### src/rtl/elevator_scan_ctrl.sv
// Single-car elevator motion core: latches floor calls into a pending mask and
// serves them in SCAN order with modelled travel and door dwell times.
module elevator_scan_ctrl #(
   parameter int NUM_FLOORS    = 8,
   parameter int FLOOR_W       = $clog2(NUM_FLOORS),
   parameter int TRAVEL_CYCLES = 4,
   parameter int DOOR_CYCLES   = 3
) (
   input  logic                  clk,
   input  logic                  rst,
   input  logic [NUM_FLOORS-1:0] req,
   output logic [FLOOR_W-1:0]    floor,
   output logic                  dir,
   output logic                  moving,
   output logic                  door_open,
   output logic [NUM_FLOORS-1:0] pending
);

   localparam int TCW = (TRAVEL_CYCLES > 1) ? $clog2(TRAVEL_CYCLES) : 1;
   localparam int DCW = (DOOR_CYCLES > 1) ? $clog2(DOOR_CYCLES) : 1;
   localparam logic [TCW-1:0] TRAVEL_LAST = TCW'(TRAVEL_CYCLES - 1);
   localparam logic [DCW-1:0] DOOR_LAST   = DCW'(DOOR_CYCLES - 1);

   typedef enum logic [1:0] {
      ST_IDLE = 2'd0,
      ST_MOVE = 2'd1,
      ST_DOOR = 2'd2
   } state_t;

   state_t                state_q, state_d;
   logic [FLOOR_W-1:0]    floor_q, floor_d;
   logic                  dir_q, dir_d;
   logic                  moving_q, moving_d;
   logic                  door_open_q, door_open_d;
   logic [NUM_FLOORS-1:0] pending_q, pending_d;
   logic [TCW-1:0]        tcnt_q, tcnt_d;
   logic [DCW-1:0]        dcnt_q, dcnt_d;
   logic [NUM_FLOORS-1:0] req_m_s;
   logic [NUM_FLOORS-1:0] clr_s;
   logic [FLOOR_W-1:0]    next_floor_s;

   function automatic logic [NUM_FLOORS-1:0] onehot(input logic [FLOOR_W-1:0] f);
      logic [NUM_FLOORS-1:0] r;
      r    = {NUM_FLOORS{1'b0}};
      r[f] = 1'b1;
      return r;
   endfunction

   function automatic logic any_above(input logic [NUM_FLOORS-1:0] p, input logic [FLOOR_W-1:0] f);
      logic r;
      r = 1'b0;
      for (int i = 0; i < NUM_FLOORS; i++) begin
         if (i > int'(f)) r = r | p[i];
         else             r = r;
      end
      return r;
   endfunction

   function automatic logic any_below(input logic [NUM_FLOORS-1:0] p, input logic [FLOOR_W-1:0] f);
      logic r;
      r = 1'b0;
      for (int i = 0; i < NUM_FLOORS; i++) begin
         if (i < int'(f)) r = r | p[i];
         else             r = r;
      end
      return r;
   endfunction

   // Next-state, pending-mask and output decode.
   always_comb begin
      state_d      = state_q;
      floor_d      = floor_q;
      dir_d        = dir_q;
      tcnt_d       = tcnt_q;
      dcnt_d       = dcnt_q;
      clr_s        = {NUM_FLOORS{1'b0}};
      next_floor_s = dir_q ? (floor_q - FLOOR_W'(1)) : (floor_q + FLOOR_W'(1));
      // A call for the floor whose door is already open is simply dropped.
      if (state_q == ST_DOOR) req_m_s = req & ~onehot(floor_q);
      else                    req_m_s = req;

      case (state_q)
         ST_IDLE: begin
            if (pending_q[floor_q]) begin
               state_d = ST_DOOR;
               clr_s   = onehot(floor_q);
               dcnt_d  = {DCW{1'b0}};
            end else if (!dir_q && any_above(pending_q, floor_q)) begin
               state_d = ST_MOVE;
               tcnt_d  = {TCW{1'b0}};
            end else if (dir_q && any_below(pending_q, floor_q)) begin
               state_d = ST_MOVE;
               tcnt_d  = {TCW{1'b0}};
            end else if (any_above(pending_q, floor_q)) begin
               state_d = ST_MOVE;
               dir_d   = 1'b0;
               tcnt_d  = {TCW{1'b0}};
            end else if (any_below(pending_q, floor_q)) begin
               state_d = ST_MOVE;
               dir_d   = 1'b1;
               tcnt_d  = {TCW{1'b0}};
            end else begin
               state_d = ST_IDLE;
            end
         end
         ST_MOVE: begin
            if (tcnt_q == TRAVEL_LAST) begin
               tcnt_d  = {TCW{1'b0}};
               floor_d = next_floor_s;
               if (pending_q[next_floor_s]) begin
                  state_d = ST_DOOR;
                  clr_s   = onehot(next_floor_s);
                  dcnt_d  = {DCW{1'b0}};
               end else if (dir_q ? any_below(pending_q, next_floor_s)
                                  : any_above(pending_q, next_floor_s)) begin
                  state_d = ST_MOVE;
               end else begin
                  state_d = ST_IDLE;
               end
            end else begin
               tcnt_d = tcnt_q + TCW'(1);
            end
         end
         ST_DOOR: begin
            if (dcnt_q == DOOR_LAST) begin
               dcnt_d  = {DCW{1'b0}};
               state_d = ST_IDLE;
            end else begin
               dcnt_d = dcnt_q + DCW'(1);
            end
         end
         default: begin
            state_d = ST_IDLE;
         end
      endcase

      pending_d   = (pending_q | req_m_s) & ~clr_s;
      moving_d    = (state_d == ST_MOVE);
      door_open_d = (state_d == ST_DOOR);
   end

   // State and output registers.
   always_ff @(posedge clk or posedge rst) begin
      if (rst) begin
         state_q     <= ST_IDLE;
         floor_q     <= {FLOOR_W{1'b0}};
         dir_q       <= 1'b0;
         moving_q    <= 1'b0;
         door_open_q <= 1'b0;
         pending_q   <= {NUM_FLOORS{1'b0}};
         tcnt_q      <= {TCW{1'b0}};
         dcnt_q      <= {DCW{1'b0}};
      end else begin
         state_q     <= state_d;
         floor_q     <= floor_d;
         dir_q       <= dir_d;
         moving_q    <= moving_d;
         door_open_q <= door_open_d;
         pending_q   <= pending_d;
         tcnt_q      <= tcnt_d;
         dcnt_q      <= dcnt_d;
      end
   end

   assign floor     = floor_q;
   assign dir       = dir_q;
   assign moving    = moving_q;
   assign door_open = door_open_q;
   assign pending   = pending_q;

endmodule
### config.mk
export PLATFORM = sky130hd
export DESIGN_NAME = elevator_scan_ctrl
export DESIGN_NICKNAME = d
export VERILOG_FILES = /design/src/rtl/elevator_scan_ctrl.sv
export SDC_FILE = /design/constraint.sdc
export NUM_CORES = 1
export LEC_CHECK = 0
export CAP_MARGIN = 20
export CORE_ASPECT_RATIO = 0.75
export CORE_MARGIN = 4
export CORE_UTILIZATION = 40
export CTS_CLUSTER_SIZE = 8
export DETAILED_ROUTE_END_ITERATION = 6
export PLACE_DENSITY = 0.68
export SYNTH_ARGS = -nofsm -noshare
export SYNTH_HDL_FRONTEND = slang
export SYNTH_SLANG_ARGS = --single-unit
### constraint.sdc
create_clock -name clk -period 4.5 [get_ports clk]
set_input_delay 0.45 -clock clk [delete_from_list [all_inputs] [get_ports clk]]
set_output_delay 0.45 -clock clk [all_outputs]
set_load 0.02 [all_outputs]
==> flow_summary.toml <==
[synthesis]
synth_cells = 218
synth_area_leaders = "dfrtp_1 (28%), ha_1 (7.7%), o21ai_0 (5.6%)"
mappedNetlistArea_sq_um = 1790
synth_cell_type_count = 53
synth.top_cell.area_share_pct = 28.0
synth_seq_area_share_pct = 28.0
synthFlopType = "dfrtp_1"
synth_commonest_cells = "dfrtp_1 (20), o21ai_0 (20), nand2_1 (18)"
synth_edf_count = 0
ys_seq_elements = 20
avgSynthCellArea_sq_um = 8.21
yosys.area.top_type = "dfrtp_1"
synth_nets = 239
synth_async_sr_flop_share_pct = 100
ys.warnings.count = 0

[floorplan]
initial_core_util_pct = 42.8
core.rowCount = 20
core_area_sq_um = 4180
die_width_um = 85.2
dieArea_sq_um = 5620
die_h_um = 65.9
pin_count = 24

[timing]
worstMarginPinSlew_ps = 745
hold_viol_final = 0
fmax_mhz = 320
min_period_ps = 3120
rsz0062_at_grt = "false"
finalSetupViolCount = 0
max-slew-margin-rel_pct = 50.3
maxSlewViolCount = 0
setup_tns_ps = 0
fin_worst_skew_ps = 2.60
finalCritPeriodShare_pct = 69.4
layout_setup_ws_ps = 1380

[global_routing]
antenna_found_initial = 0
grt_pass1_vias = 1535
grtUsageTotal_pct = 18.6
grt_max_degree = 29
grt-ovfl-total = 0
grt_pass1_wl_um = 8260

[cts]
cts_buffer_depth = 2
cts.sinks = 20
ctsResizeCount = 0
ctsHtreeMaxLevel = 1
cts.clk_slew.worst_paths_ps = 80
cts_root_buf = "clkbuf_8"
postCtsHoldBufs = 0
clkLatencyLatePin_ps = 260
cts_tree = "built"
numCtsBuffers = 3
cts_setup_buffers = 0

[route]
viasPerCell = 6.10
dr_total_vias = 1750
top_layer_used = "met4"
routedWlPerCell_um = 17.9
dr_wl_met3_um = 568
wl_met2_um = 1970
drtPass1Iterations = 5
routed_wirelength_um = 5140
post-route-drc-count = 0
wl_met1_um = 2590
ant_nets = 0
drt_iter0_drc = 214

[worst_setup_path]
cp_top_family = "flip-flops"
r2r-start = "floor[1]"
regToRegSetupSlack_ps = 1380
critPathCaptureType = "flop"
crit_path_max_incr_delay_ps = 700
crit_end = "dcnt_q[1]"
path_cells = "inv_1 > ha_1 > xnor2_2 > mux2i_1 > a2bb2oi_1 > a21boi_0 > a221o_1 > mux2_1"
r2r_cells = 8
crit_start = "floor[1]"
cp.required_ps = 4650
crit_buf_inv = 1
r2r-end = "dcnt_q[1]"
slowest_stage = "dfrtp_1"
arrival_ps = 3270
worstPathMaxFanout = 18
path_depth = 8
startpoint_type = "flop"
critPathKind = "reg2reg"

[place]
dp_hpwl_um = 3760
place_ws_ps = 1430
gp_congestion = 0.916
port-buffer-count = 23

[power_and_ir_drop]
ir_worst_vdd_v = 0.000320
p_per_area_nw_per_um2 = 600
leakage_nw = 0.842

[run_status]
outcome = "finished clean"

[cells_and_area]
antennaDiodeCount = 0
nets = 254
fillers = 389
area_growth_pct = 17.2
drive_gt1_share_pct = 6.03

[worst_hold_path]
hold_class = "reg2reg"

[run]
cap_violations = 0
-- metrics by stage --
| stage | hold WS (ps) | instances | util, % | power [W] | cell area, sq um |
|---|---|---|---|---|---|
| after global placement | 490 | 283 | 48.5 | 0.00105 | 2030 |
| after CTS | 517 | 287 | 50.2 | 0.00124 | 2100 |
| after global routing | 544 | 287 | 50.2 | 0.00135 | 2100 |
| after detailed placement | 498 | 283 | 48.5 | 0.00106 | 2030 |
| after floorplan | 414 | 218 | - | 0.000857 | 1790 |
| final | 515 | 287 | 50.2 | 0.00126 | 2100 |
-- cells in the final DEF (no fill, tap or decap), drive strengths merged, types with 2 or more instances in the layout --
| master | n |
|---|---|
| a211o | 2 |
| a211oi | 8 |
| a21boi | 4 |
| a21oi | 10 |
| a221o | 3 |
| a22o | 2 |
| a311o | 2 |
| a31oi | 5 |
| a32oi | 2 |
| and3 | 3 |
| clkbuf | 3 |
| clkdlybuf4s50 | 23 |
| dfrtp | 20 |
| ha | 11 |
| inv | 15 |
| mux2 | 3 |
| mux2i | 5 |
| nand2 | 18 |
| nand2b | 4 |
| nand3b | 2 |
| nor2 | 17 |
| nor2b | 9 |
| nor3 | 5 |
| nor3b | 2 |
| o2111ai | 2 |
| o21ai | 20 |
| o21bai | 2 |
| o22ai | 2 |
| o311ai | 2 |
| o31ai | 3 |
| or2 | 2 |
| or3 | 3 |
| xnor2 | 3 |
-- logic make-up after synthesis --
| family | count (synthesis) | share of synthesized area [%] |
|---|---|---|
| simple gates | 71 | 20.5 |
| mux | 8 | 4.69 |
| buf+inv | 29 | 7.06 |
| xor+xnor | 4 | 2.80 |
| compound gates | 75 | 29.3 |
| fa+ha+maj | 11 | 7.69 |
| flops | 20 | 28.0 |
-- routing by layer --
metal | vias up | global-route usage [%]
li1 | 827 | -
met2 | 105 | 24.0
met4 | 0 | 1.78
met1 | 816 | 30.2
met3 | 2 | 5.60
met5 | - | 0
-- layout make-up --
cell class	count	area (sq um)	area share [%]
tap	55	68.8	3.28
clock inverter	1	30.0	1.43
clock buffer	3	41.3	1.97
timing repair buffer	24	238	11.3
sequential	20	500	23.9
inverter	15	56.3	2.68
multi-input combinational	169	1160	55.4
-- worst min-delay path by stage --
| stage | cells past startpoint | endpoint | slack [ps] | from |
|---|---|---|---|---|
| 2_1_floorplan | 1 | dcnt_q[0] | 410 | rst |
| 3_3_place_gp | 1 | tcnt_q[1] | 490 | tcnt_q[1] |
| 4_1_cts | 1 | tcnt_q[1] | 520 | tcnt_q[1] |
| 3_5_place_dp | 1 | tcnt_q[1] | 500 | tcnt_q[1] |
| 6_report | 1 | tcnt_q[1] | 510 | tcnt_q[1] |
| 5_1_grt | 1 | tcnt_q[1] | 540 | tcnt_q[1] |
-- state kept, by name, indices dropped and copies added, names as in the netlist --
register / flops
pending: 8
floor: 3
dcnt_q: 2
state_q: 2
tcnt_q: 2
dir: 1
door_open: 1
moving: 1
-- power breakdown --
| group | leakage (nW) | total, W | internal (W) | switching (W) |
|---|---|---|---|---|
| combinational | 0.577 | 0.000760 | 0.000313 | 0.000447 |
| sequential | 0.230 | 0.000315 | 0.000227 | 0.0000875 |
| clock | 0.0357 | 0.000183 | 0.000119 | 0.0000642 |
| total | 0.842 | 0.00126 | 0.000659 | 0.000599 |
Note: power is estimated with default switching activity, not from simulation.
